## src/rtl/spi_pkg.sv

```systemverilog
// spi_pkg: shared state encoding and frame constants for the
// SPI target front end (spi_peripheral).
package spi_pkg;

  localparam int SPI_ADDR_W = 8;
  localparam int SPI_REG_W  = 8;
  localparam int HDR_BITS   = 1 + SPI_ADDR_W;
  localparam int FRAME_BITS = HDR_BITS + SPI_REG_W;

  localparam logic WR_BIT = 1'b1;

  typedef enum logic [2:0] {
    IDLE,
    HDR,
    RD_REQ,
    WDATA,
    DATA,
    WR_REQ,
    DONE
  } state_t;

endpackage

```

## src/rtl/spi_peripheral_synchronizer.sv

```systemverilog
// synchronizer: 2-FF synchroniser for one asynchronous input.
// Ports: clk, rst_n (async active-low), d_i (async in), q_o (sync out).
module synchronizer #(
  parameter logic RST_VAL = 1'b0
) (
  input  logic clk,
  input  logic rst_n,
  input  logic d_i,
  output logic q_o
);

  logic meta_q;
  logic sync_q;

  always_ff @(posedge clk or negedge rst_n) begin
    if (!rst_n) begin
      meta_q <= RST_VAL;
      sync_q <= RST_VAL;
    end else begin
      meta_q <= d_i;
      sync_q <= meta_q;
    end
  end

  assign q_o = sync_q;

endmodule

```

## src/rtl/spi_peripheral.sv

```systemverilog
// spi_peripheral: SPI mode-0 target turning frames into single-beat
// register-bank transactions.
// Ports: clk, rstb, ena; spi_cs_n/sclk/mosi in, spi_miso/_oe out;
// bank side wr_rdn/addr/wdata/we out, ack/rdata/err in;
// bus_err and frame_abort one-cycle status pulses.
module spi_peripheral
  import spi_pkg::*;
#(
  parameter int ADDR_W = SPI_ADDR_W,
  parameter int REG_W  = SPI_REG_W
) (
  input  logic              clk,
  input  logic              rstb,
  input  logic              ena,
  input  logic              spi_cs_n,
  input  logic              spi_sclk,
  input  logic              spi_mosi,
  output logic              spi_miso,
  output logic              spi_miso_oe,
  output logic              wr_rdn,
  output logic [ADDR_W-1:0] addr,
  output logic [REG_W-1:0]  wdata,
  output logic              we,
  input  logic              ack,
  input  logic [REG_W-1:0]  rdata,
  input  logic              err,
  output logic              bus_err,
  output logic              frame_abort
);

  localparam int HDR_N   = 1 + ADDR_W;
  localparam int CNT_MAX = (HDR_N > REG_W) ? HDR_N : REG_W;
  localparam int CNT_W   = $clog2(CNT_MAX + 1);

  localparam logic [CNT_W-1:0] HDR_LAST = CNT_W'(HDR_N - 1);
  localparam logic [CNT_W-1:0] DAT_LAST = CNT_W'(REG_W - 1);
  localparam logic [CNT_W-1:0] DAT_ALL  = CNT_W'(REG_W);
  localparam logic [CNT_W-1:0] ONE      = CNT_W'(1);

  logic cs_s, sclk_s, mosi_s;
  logic sclk_d_q;
  logic rise, fall;

  synchronizer #(.RST_VAL(1'b1)) u_sync_cs (
    .clk   (clk),
    .rst_n (rstb),
    .d_i   (spi_cs_n),
    .q_o   (cs_s)
  );

  synchronizer #(.RST_VAL(1'b0)) u_sync_sclk (
    .clk   (clk),
    .rst_n (rstb),
    .d_i   (spi_sclk),
    .q_o   (sclk_s)
  );

  synchronizer #(.RST_VAL(1'b0)) u_sync_mosi (
    .clk   (clk),
    .rst_n (rstb),
    .d_i   (spi_mosi),
    .q_o   (mosi_s)
  );

  always_ff @(posedge clk or negedge rstb) begin
    if (!rstb) sclk_d_q <= 1'b0;
    else       sclk_d_q <= sclk_s;
  end

  assign rise = sclk_s & ~sclk_d_q;
  assign fall = ~sclk_s & sclk_d_q;

  state_t             state_q, state_d;
  logic [CNT_W-1:0]   cnt_q, cnt_d;
  logic [HDR_N-1:0]   hdr_q, hdr_d, hdr_nx;
  logic [REG_W-1:0]   rx_q, rx_d, rx_nx;
  logic [REG_W-1:0]   tx_q, tx_d;
  logic               miso_q, miso_d;
  logic               we_q, we_d;
  logic               wr_rdn_q, wr_rdn_d;
  logic [ADDR_W-1:0]  addr_q, addr_d;
  logic [REG_W-1:0]   wdata_q, wdata_d;
  logic               berr_q, berr_d;
  logic               abort_q, abort_d;
  // late_q: a data rise arrived before the read ack, MISO stays 0
  logic               late_q, late_d;
  // rose_q: a rise was seen in DATA, so falls now shift MISO
  logic               rose_q, rose_d;
  // quit_q/cshi_q: frame ended while a handshake was pending
  logic               quit_q, quit_d;
  logic               cshi_q, cshi_d;

  assign hdr_nx = {hdr_q[HDR_N-2:0], mosi_s};
  assign rx_nx  = {rx_q[REG_W-2:0], mosi_s};

  always_comb begin
    state_d  = state_q;
    cnt_d    = cnt_q;
    hdr_d    = hdr_q;
    rx_d     = rx_q;
    tx_d     = tx_q;
    miso_d   = miso_q;
    we_d     = we_q;
    wr_rdn_d = wr_rdn_q;
    addr_d   = addr_q;
    wdata_d  = wdata_q;
    berr_d   = 1'b0;
    abort_d  = 1'b0;
    late_d   = late_q;
    rose_d   = rose_q;
    quit_d   = quit_q;
    cshi_d   = cshi_q;

    unique case (state_q)
      IDLE: begin
        miso_d = 1'b0;
        we_d   = 1'b0;
        if (ena && !cs_s) begin
          cnt_d   = '0;
          hdr_d   = '0;
          rx_d    = '0;
          tx_d    = '0;
          late_d  = 1'b0;
          rose_d  = 1'b0;
          quit_d  = 1'b0;
          cshi_d  = 1'b0;
          state_d = HDR;
        end
      end

      HDR: begin
        if (cs_s) begin
          abort_d = 1'b1;
          state_d = IDLE;
        end else if (!ena) begin
          state_d = IDLE;
        end else if (rise) begin
          hdr_d = hdr_nx;
          if (cnt_q == HDR_LAST) begin
            cnt_d = '0;
            if (hdr_nx[HDR_N-1] == WR_BIT) begin
              state_d = WDATA;
            end else begin
              we_d     = 1'b1;
              wr_rdn_d = 1'b0;
              addr_d   = hdr_nx[ADDR_W-1:0];
              state_d  = RD_REQ;
            end
          end else begin
            cnt_d = cnt_q + ONE;
          end
        end
      end

      RD_REQ: begin
        if (cs_s) cshi_d = 1'b1;
        if (cs_s || !ena) quit_d = 1'b1;
        // host keeps clocking while the bank is slow
        if (rise && !cs_s && cnt_q != DAT_ALL) begin
          cnt_d  = cnt_q + ONE;
          late_d = 1'b1;
        end
        if (ack) begin
          we_d   = 1'b0;
          berr_d = err;
          if (quit_d) begin
            state_d = IDLE;
            abort_d = cshi_d && (cnt_d != DAT_ALL);
          end else if (cnt_d == DAT_ALL) begin
            state_d = DONE;
          end else begin
            state_d = DATA;
            if (!late_d) begin
              tx_d   = rdata;
              miso_d = rdata[REG_W-1];
            end
          end
        end
      end

      WDATA: begin
        if (cs_s) begin
          abort_d = 1'b1;
          state_d = IDLE;
        end else if (!ena) begin
          state_d = IDLE;
        end else if (rise) begin
          rx_d = rx_nx;
          if (cnt_q == DAT_LAST) begin
            we_d     = 1'b1;
            wr_rdn_d = 1'b1;
            addr_d   = hdr_q[ADDR_W-1:0];
            wdata_d  = rx_nx;
            state_d  = WR_REQ;
          end
          cnt_d = cnt_q + ONE;
        end
      end

      DATA: begin
        if (cs_s) begin
          abort_d = 1'b1;
          miso_d  = 1'b0;
          state_d = IDLE;
        end else if (!ena) begin
          miso_d  = 1'b0;
          state_d = IDLE;
        end else if (rise) begin
          rose_d = 1'b1;
          cnt_d  = cnt_q + ONE;
          if (cnt_q == DAT_LAST) begin
            miso_d  = 1'b0;
            state_d = DONE;
          end
        end else if (fall && rose_q && !late_q) begin
          tx_d   = {tx_q[REG_W-2:0], 1'b0};
          miso_d = tx_q[REG_W-2];
        end
      end

      WR_REQ: begin
        if (cs_s || !ena) quit_d = 1'b1;
        if (ack) begin
          we_d    = 1'b0;
          berr_d  = err;
          state_d = quit_d ? IDLE : DONE;
        end
      end

      DONE: begin
        miso_d = 1'b0;
        if (cs_s || !ena) state_d = IDLE;
      end

      default: state_d = IDLE;
    endcase
  end

  always_ff @(posedge clk or negedge rstb) begin
    if (!rstb) begin
      state_q  <= IDLE;
      cnt_q    <= '0;
      hdr_q    <= '0;
      rx_q     <= '0;
      tx_q     <= '0;
      miso_q   <= 1'b0;
      we_q     <= 1'b0;
      wr_rdn_q <= 1'b0;
      addr_q   <= '0;
      wdata_q  <= '0;
      berr_q   <= 1'b0;
      abort_q  <= 1'b0;
      late_q   <= 1'b0;
      rose_q   <= 1'b0;
      quit_q   <= 1'b0;
      cshi_q   <= 1'b0;
    end else begin
      state_q  <= state_d;
      cnt_q    <= cnt_d;
      hdr_q    <= hdr_d;
      rx_q     <= rx_d;
      tx_q     <= tx_d;
      miso_q   <= miso_d;
      we_q     <= we_d;
      wr_rdn_q <= wr_rdn_d;
      addr_q   <= addr_d;
      wdata_q  <= wdata_d;
      berr_q   <= berr_d;
      abort_q  <= abort_d;
      late_q   <= late_d;
      rose_q   <= rose_d;
      quit_q   <= quit_d;
      cshi_q   <= cshi_d;
    end
  end

  assign spi_miso    = miso_q;
  assign spi_miso_oe = ena & ~cs_s;
  assign we          = we_q;
  assign wr_rdn      = wr_rdn_q;
  assign addr        = addr_q;
  assign wdata       = wdata_q;
  assign bus_err     = berr_q;
  assign frame_abort = abort_q;

endmodule
```

## config.mk

```make
export PLATFORM = sky130hd
export DESIGN_NAME = spi_peripheral
export DESIGN_NICKNAME = d
export VERILOG_FILES = /design/src/rtl/spi_pkg.sv /design/src/rtl/spi_peripheral_synchronizer.sv /design/src/rtl/spi_peripheral.sv
export SDC_FILE = /design/constraint.sdc
export NUM_CORES = 1
export LEC_CHECK = 0
export BUFFER_PORTS_ARGS = -buffer_cell sky130_fd_sc_hd__buf_4
export CORE_MARGIN = 5
export CORE_UTILIZATION = 40
export CTS_CLUSTER_SIZE = 24
export DETAILED_ROUTE_END_ITERATION = 12
export GPL_ROUTABILITY_DRIVEN = 1
export PLACE_DENSITY = 0.69
export RECOVER_POWER = 25
export SYNTH_ARGS = -nofsm -noshare
export SYNTH_HDL_FRONTEND = slang
export SYNTH_HIERARCHICAL = 1
export SYNTH_SLANG_ARGS = --single-unit
```

## constraint.sdc

```tcl
create_clock -name clk -period 4.5 [get_ports clk]
set_input_delay 0.9 -clock clk [delete_from_list [all_inputs] [get_ports clk]]
set_output_delay 0.9 -clock clk [all_outputs]
set_load 0.005 [all_outputs]
```

=== Yosys cells after proc, flatten, opt, wreduce, memory -nomap -nowiden ===
Cells that the tools add are included.

* Bits in registers: 61
* Input port bits: 16
* Output and inout bits: 22
* Word-level logic and storage cells: 220

* Add/sub/neg operators: 1
* Equal/unequal tests: 44
* Muxes and demuxes: 109
* Bitwise gates (word level): 6
* Reduce and logical (&&, ||, !) cells: 37

{| class="wikitable"
|+ Operators with widths
! cell !! number
|-
| 2-to-1 mux 8 bit || 13
|-
| 2-to-1 mux 7 bit || 12
|-
| 2-to-1 mux 3 bit || 18
|-
| inequality test 2 bit, second input constant || 22
|-
| 2-to-1 mux 1 bit || 41
|-
| 2-to-1 mux 4 bit || 10
|-
| case mux 8 bit (2 select lines) || 2
|-
| AND reduction 10 bit || 3
|-
| inequality test 4 x 3 -> 1 bit, second input constant || 6
|-
| case mux 3 bit (7 select lines) || 1
|-
| case mux 7 bit (3 select lines) || 1
|-
| AND reduction 5 bit || 4
|-
| case mux 4 bit (4 select lines) || 1
|-
| case mux 7 bit (2 select lines) || 1
|-
| AND reduction 11 bit || 1
|-
| inequality test 5 x 4 -> 1 bit, second input constant || 2
|-
| case mux 1 bit (2 select lines) || 5
|-
| nonzero test 2 bit || 5
|-
| equality test 3 bit, second input constant || 3
|-
| nonzero test 3 bit || 3
|-
| equality test 4 bit, second input constant || 2
|-
| inequality test 4 bit, second input constant || 2
|-
| AND reduction 8 bit || 1
|-
| nonzero test 4 bit || 2
|-
| other kinds (18) || 36
|}

=== Logic depth before layout (Yosys ltp) ===
* Depth in word-level cells: 11
* Mapped depth: 8
* Gate-level depth less buffers: 7

=== Cells and area by module ===
The synthesis kept the hierarchy.

{| class="wikitable"
|+ By module, submodules not included
! module !! times used !! cells an instance !! area an instance (um2) !! seq. area each (um2)
|-
| spi_peripheral || 1 || 327 || 2980.4 || 1376.3
|-
| synchronizer at u_sync_mosi ... || 2 || 2 || 50.0 || 50.0
|-
| synchronizer at u_sync_cs || 1 || 2 || 52.6 || 52.6
|}

=== Worst setup path before layout ===
OpenSTA, ideal clock, no wires.

* Path type: input port to flip-flop
* Start point: input ack
* End point: register miso_q, in the netlist spi_miso
* Setup time: 0.121 ns
* Arrival time: 2.084 ns
* Required time: 4.379 ns
* Setup slack: 2.295 ns
* Stages on the path: 5
* Path buffers: 0
* Cells stage by stage: or3b_2 > or3_1 > nor3_1 > a21oi_1 > o22a_1

* Word-level cells in the longest chain between the ends: 2

{| class="wikitable"
|+ Ends and longest elaborated chain
! item !! line !! source
|-
| from (decl) || spi_peripheral.sv:24 || <nowiki>input logic ack,</nowiki>
|-
| inequality test 2 bit (no line) || -- ||
|-
| AND reduction 7 bit (no line) || -- ||
|-
| to (signal assigned) || spi_peripheral.sv:263 || <nowiki>miso_q <= miso_d;</nowiki>
|-
| to (decl) || spi_peripheral.sv:78 || <nowiki>logic miso_q, miso_d;</nowiki>
|}

Every way passes these cells.
A chain may end at the register's enable or synchronous reset.

=== Worst setup path after layout ===
* Start point: register u_sync_cs.sync_q, in the netlist u_sync_cs/q_o
* End point: output spi_miso_oe

* Word-level cells in the longest chain between the ends: 2

{| class="wikitable"
|+ Ends and longest elaborated chain
! item !! line !! source
|-
| from (decl) || spi_peripheral_synchronizer.sv:13 || <nowiki>logic sync_q;</nowiki>
|-
| from (signal assigned) || spi_peripheral_synchronizer.sv:21 || <nowiki>sync_q <= meta_q;</nowiki>
|-
| NOT 1 bit (no line) || -- ||
|-
| bitwise AND 1 bit || spi_peripheral.sv:278 || <nowiki>assign spi_miso_oe = ena & ~cs_s;</nowiki>
|-
| to (decl) || spi_peripheral.sv:19 || <nowiki>output logic spi_miso_oe,</nowiki>
|}

Every way passes these cells.

==> out/results.ini <==
[setup_path]
cp.required_ps = 3600
path_class = flop to primary output
cp_data_arrival_time_ps = 2140
critPathLaunchType = flop
cp-end-kind = primary output
crit_fanout = 15
ff2ff_path_depth = 4

[cells_and_area]
nFillCells = 750
regArea_um2 = 1530
multi_input_area_um2 = 1490
finalNetCount = 381
drive_above_1_share = 0.234
n_antenna_cell = 0
syn_to_final_growth_pct = 17.5

[cts]
postCtsSetupBuffers = 0
insertion_delay_ps = 350
cts_tree = built
clk_pin_slew_ps = 80
clock_sinks = 61
cts_buffer_depth = 2
htreeDepth = 3
hold_buffers = 0
cts_resized = 0
cts_buffers = 9
cts-root-buf = clkbuf_8

[placement]
dp_hpwl_um = 4660
placement.io_buffers = 37
globalplace.congestion = 0.846
place_ws_ps = 1520

[global_routing]
grt_pass1_vias = 2461
antenna_found_initial = 0
grt_pass1_wl_um = 11800
grtUsageTotal = 0.149
grt_overflow = 0
grt_start_max_net_pins = 62

[floorplan]
dieArea_um2 = 9700
io_pins = 38
die-width_um = 98.5
die_h_um = 98.5
initial_core_util = 0.408
core_region_area_um2 = 7690
rows = 32

[routing]
route.detailed.drc = 0
detail_route.wl_per_cell_um = 14.9
drtIter0Drc = 213
viasPerCell = 5.61
antenna_left = 0
vias = 2636
wirelength_um = 7020
dr.pass1.iters = 6

[synthesis]
yosysTopAreaCell = dfrtp_1
synth_top_area_frac = 0.471
ys_types = 59
synth-seq-area-share = 0.488
syn_area_per_cell_um2 = 9.41
synth_ff_type = dfrtp_1
synth_enable_flop_cells = 0
synth_area_um2 = 3130
yosys_warnings = 6
synthArstFlopShare = 1.00
ys_ff_latch = 61
synth_nets = 351
synthTopCellsByArea = dfrtp_1, nand2_1, mux2_2
syn_inst = 333

[hold_path]
hold_path_class = flop to flop
holdPathStages = 0

[sta]
relSlewSlack = 0.404
whs_ps = 345
finalMaxSlewViolations = 0
tightestPinTransition_ps = 894
rsz0062_at_grt = false
timing.final.crit_share = 0.676
fmax_mhz = 329
final-setup-viol-count = 0
skew_ps = 9.69
fin_ws_ps = 1460
finalHoldViolations = 0
period_needed_ps = 3040
setup_tns_ps = 0

[outcome]
status = complete, no violations

[power_and_ir_drop]
vdd_drop_max_uv = 256
pwr_density_cell_nw_per_um2 = 517
p_leak_nw = 1.59

[job]
maxCapViolCount = 0

cell families (layout without fill, tap and decap cells):
| group | count (synthesis) | count (layout) | synth area share |
|---|---|---|---|
| AO/OA/AOI/OAI | 90 | 90 | 0.202 |
| adder cells (fa/ha/maj) | 2 | 2 | 0.00799 |
| buffers and inverters | 27 | 62 | 0.0367 |
| flip-flops | 61 | 61 | 0.488 |
| multiplexers | 17 | 17 | 0.0603 |
| AND/OR/NAND/NOR | 136 | 136 | 0.204 |
layout make-up:
cell class | instances | area share
Tap cell | 102 | 0.0347
Sequential cell | 61 | 0.415
Inverter | 8 | 0.00815
Clock inverter | 7 | 0.0265
Multi-Input combinational cell | 245 | 0.404
Clock buffer | 9 | 0.0336
Timing Repair Buffer | 38 | 0.0775
registers in the layout (all words and copies together) (netlist names), 3 cells and up:
| register | count |
|---|---|
| hdr_q | 8 |
| addr | 8 |
| tx_q | 7 |
| state_q | 3 |
| wdata | 8 |
| rx_q | 7 |
| cnt_q | 4 |
metrics by stage:
step	cell area, um^2	power [mW]	cells	util
2_1_floorplan	3130	1.20	333	-
3_3_place_gp	3460	1.35	454	0.450
3_5_place_dp	3460	1.36	454	0.450
4_1_cts	3680	1.92	470	0.479
5_1_grt	3680	2.02	470	0.479
6_report	3680	1.90	470	0.479
layer usage:
layer,up-vias,global-route usage,routed length (um)
met3,13,0.0559,530
li1,1245,-,-
met1,1276,0.196,3130
met5,-,0,0
met4,0,0.0483,106
met2,102,0.227,3250
report_power, final:
part | leakage [nW] | total, mW | switching, mW | internal, mW
Combinational | 0.673 | 0.614 | 0.373 | 0.241
Sequential | 0.806 | 0.744 | 0.119 | 0.625
Clock | 0.106 | 0.545 | 0.230 | 0.314
Total | 1.59 | 1.90 | 0.722 | 1.18
Yosys cell counts, types with 2 or more instances:
| master | number |
|---|---|
| nand2_1 | 64 |
| nor2b_1 | 3 |
| nand3_1 | 7 |
| nor2_2 | 2 |
| nor3_1 | 3 |
| dfrtp_1 | 59 |
| nand2b_1 | 5 |
| nand4_1 | 2 |
| clkinv_1 | 2 |
| clkbuf_1 | 11 |
| nand3b_1 | 3 |
| mux2i_1 | 2 |
| or3_1 | 3 |
| or3b_2 | 3 |
| o21ai_0 | 24 |
| nor4b_1 | 2 |
| o211ai_1 | 2 |
| ha_1 | 2 |
| inv_1 | 6 |
| buf_2 | 5 |
| buf_4 | 2 |
| dfstp_2 | 2 |
| a31oi_1 | 13 |
| a21oi_1 | 19 |
| a22oi_1 | 6 |
| nor2_1 | 30 |
| a2111oi_4 | 2 |
| mux2_2 | 15 |
| a32o_1 | 3 |
| o21a_1 | 2 |
final timing paths:
check	to	start	slack, ps
min in group asynchronous	cnt_q[2]	rstb	620
min reg2reg	u_sync_sclk/q_o	u_sync_sclk/meta_q	350
max reg2reg	wdata[2]	state_q[1]	1670
max in group asynchronous	bus_err	rstb	3360
max	spi_miso_oe	u_sync_cs/q_o	1460
min	u_sync_sclk/q_o	u_sync_sclk/meta_q	350
layout by cell type (no fill, tap or decap), types with 2 or more instances in the layout:
cell,instances
inv_1,6
nand2_1,64
inv_6,2
o21a_1,2
mux2i_1,2
dfstp_2,2
ha_1,2
a31oi_1,13
clkbuf_4,3
nor4b_1,2
nand3b_1,3
nor2_2,2
nor2_1,30
a2111oi_4,2
or3_1,3
or3b_2,3
clkinvlp_4,2
buf_4,35
nand4_1,2
a21oi_1,19
nand3_1,7
o211ai_1,2
nor2b_1,3
a22oi_1,6
a32o_1,3
nor3_1,3
clkinv_1,2
nand2b_1,5
mux2_2,15
dfrtp_1,59
o21ai_0,24
clkbuf_8,9
bufinv_16,2
worst max-delay path, stage by stage (launching register included):
cell and delay, ps:
dfstp_2 620, nand2b_1 510, clkinv_1 410, buf_4 250
Power figures use the tool's default switching activity.
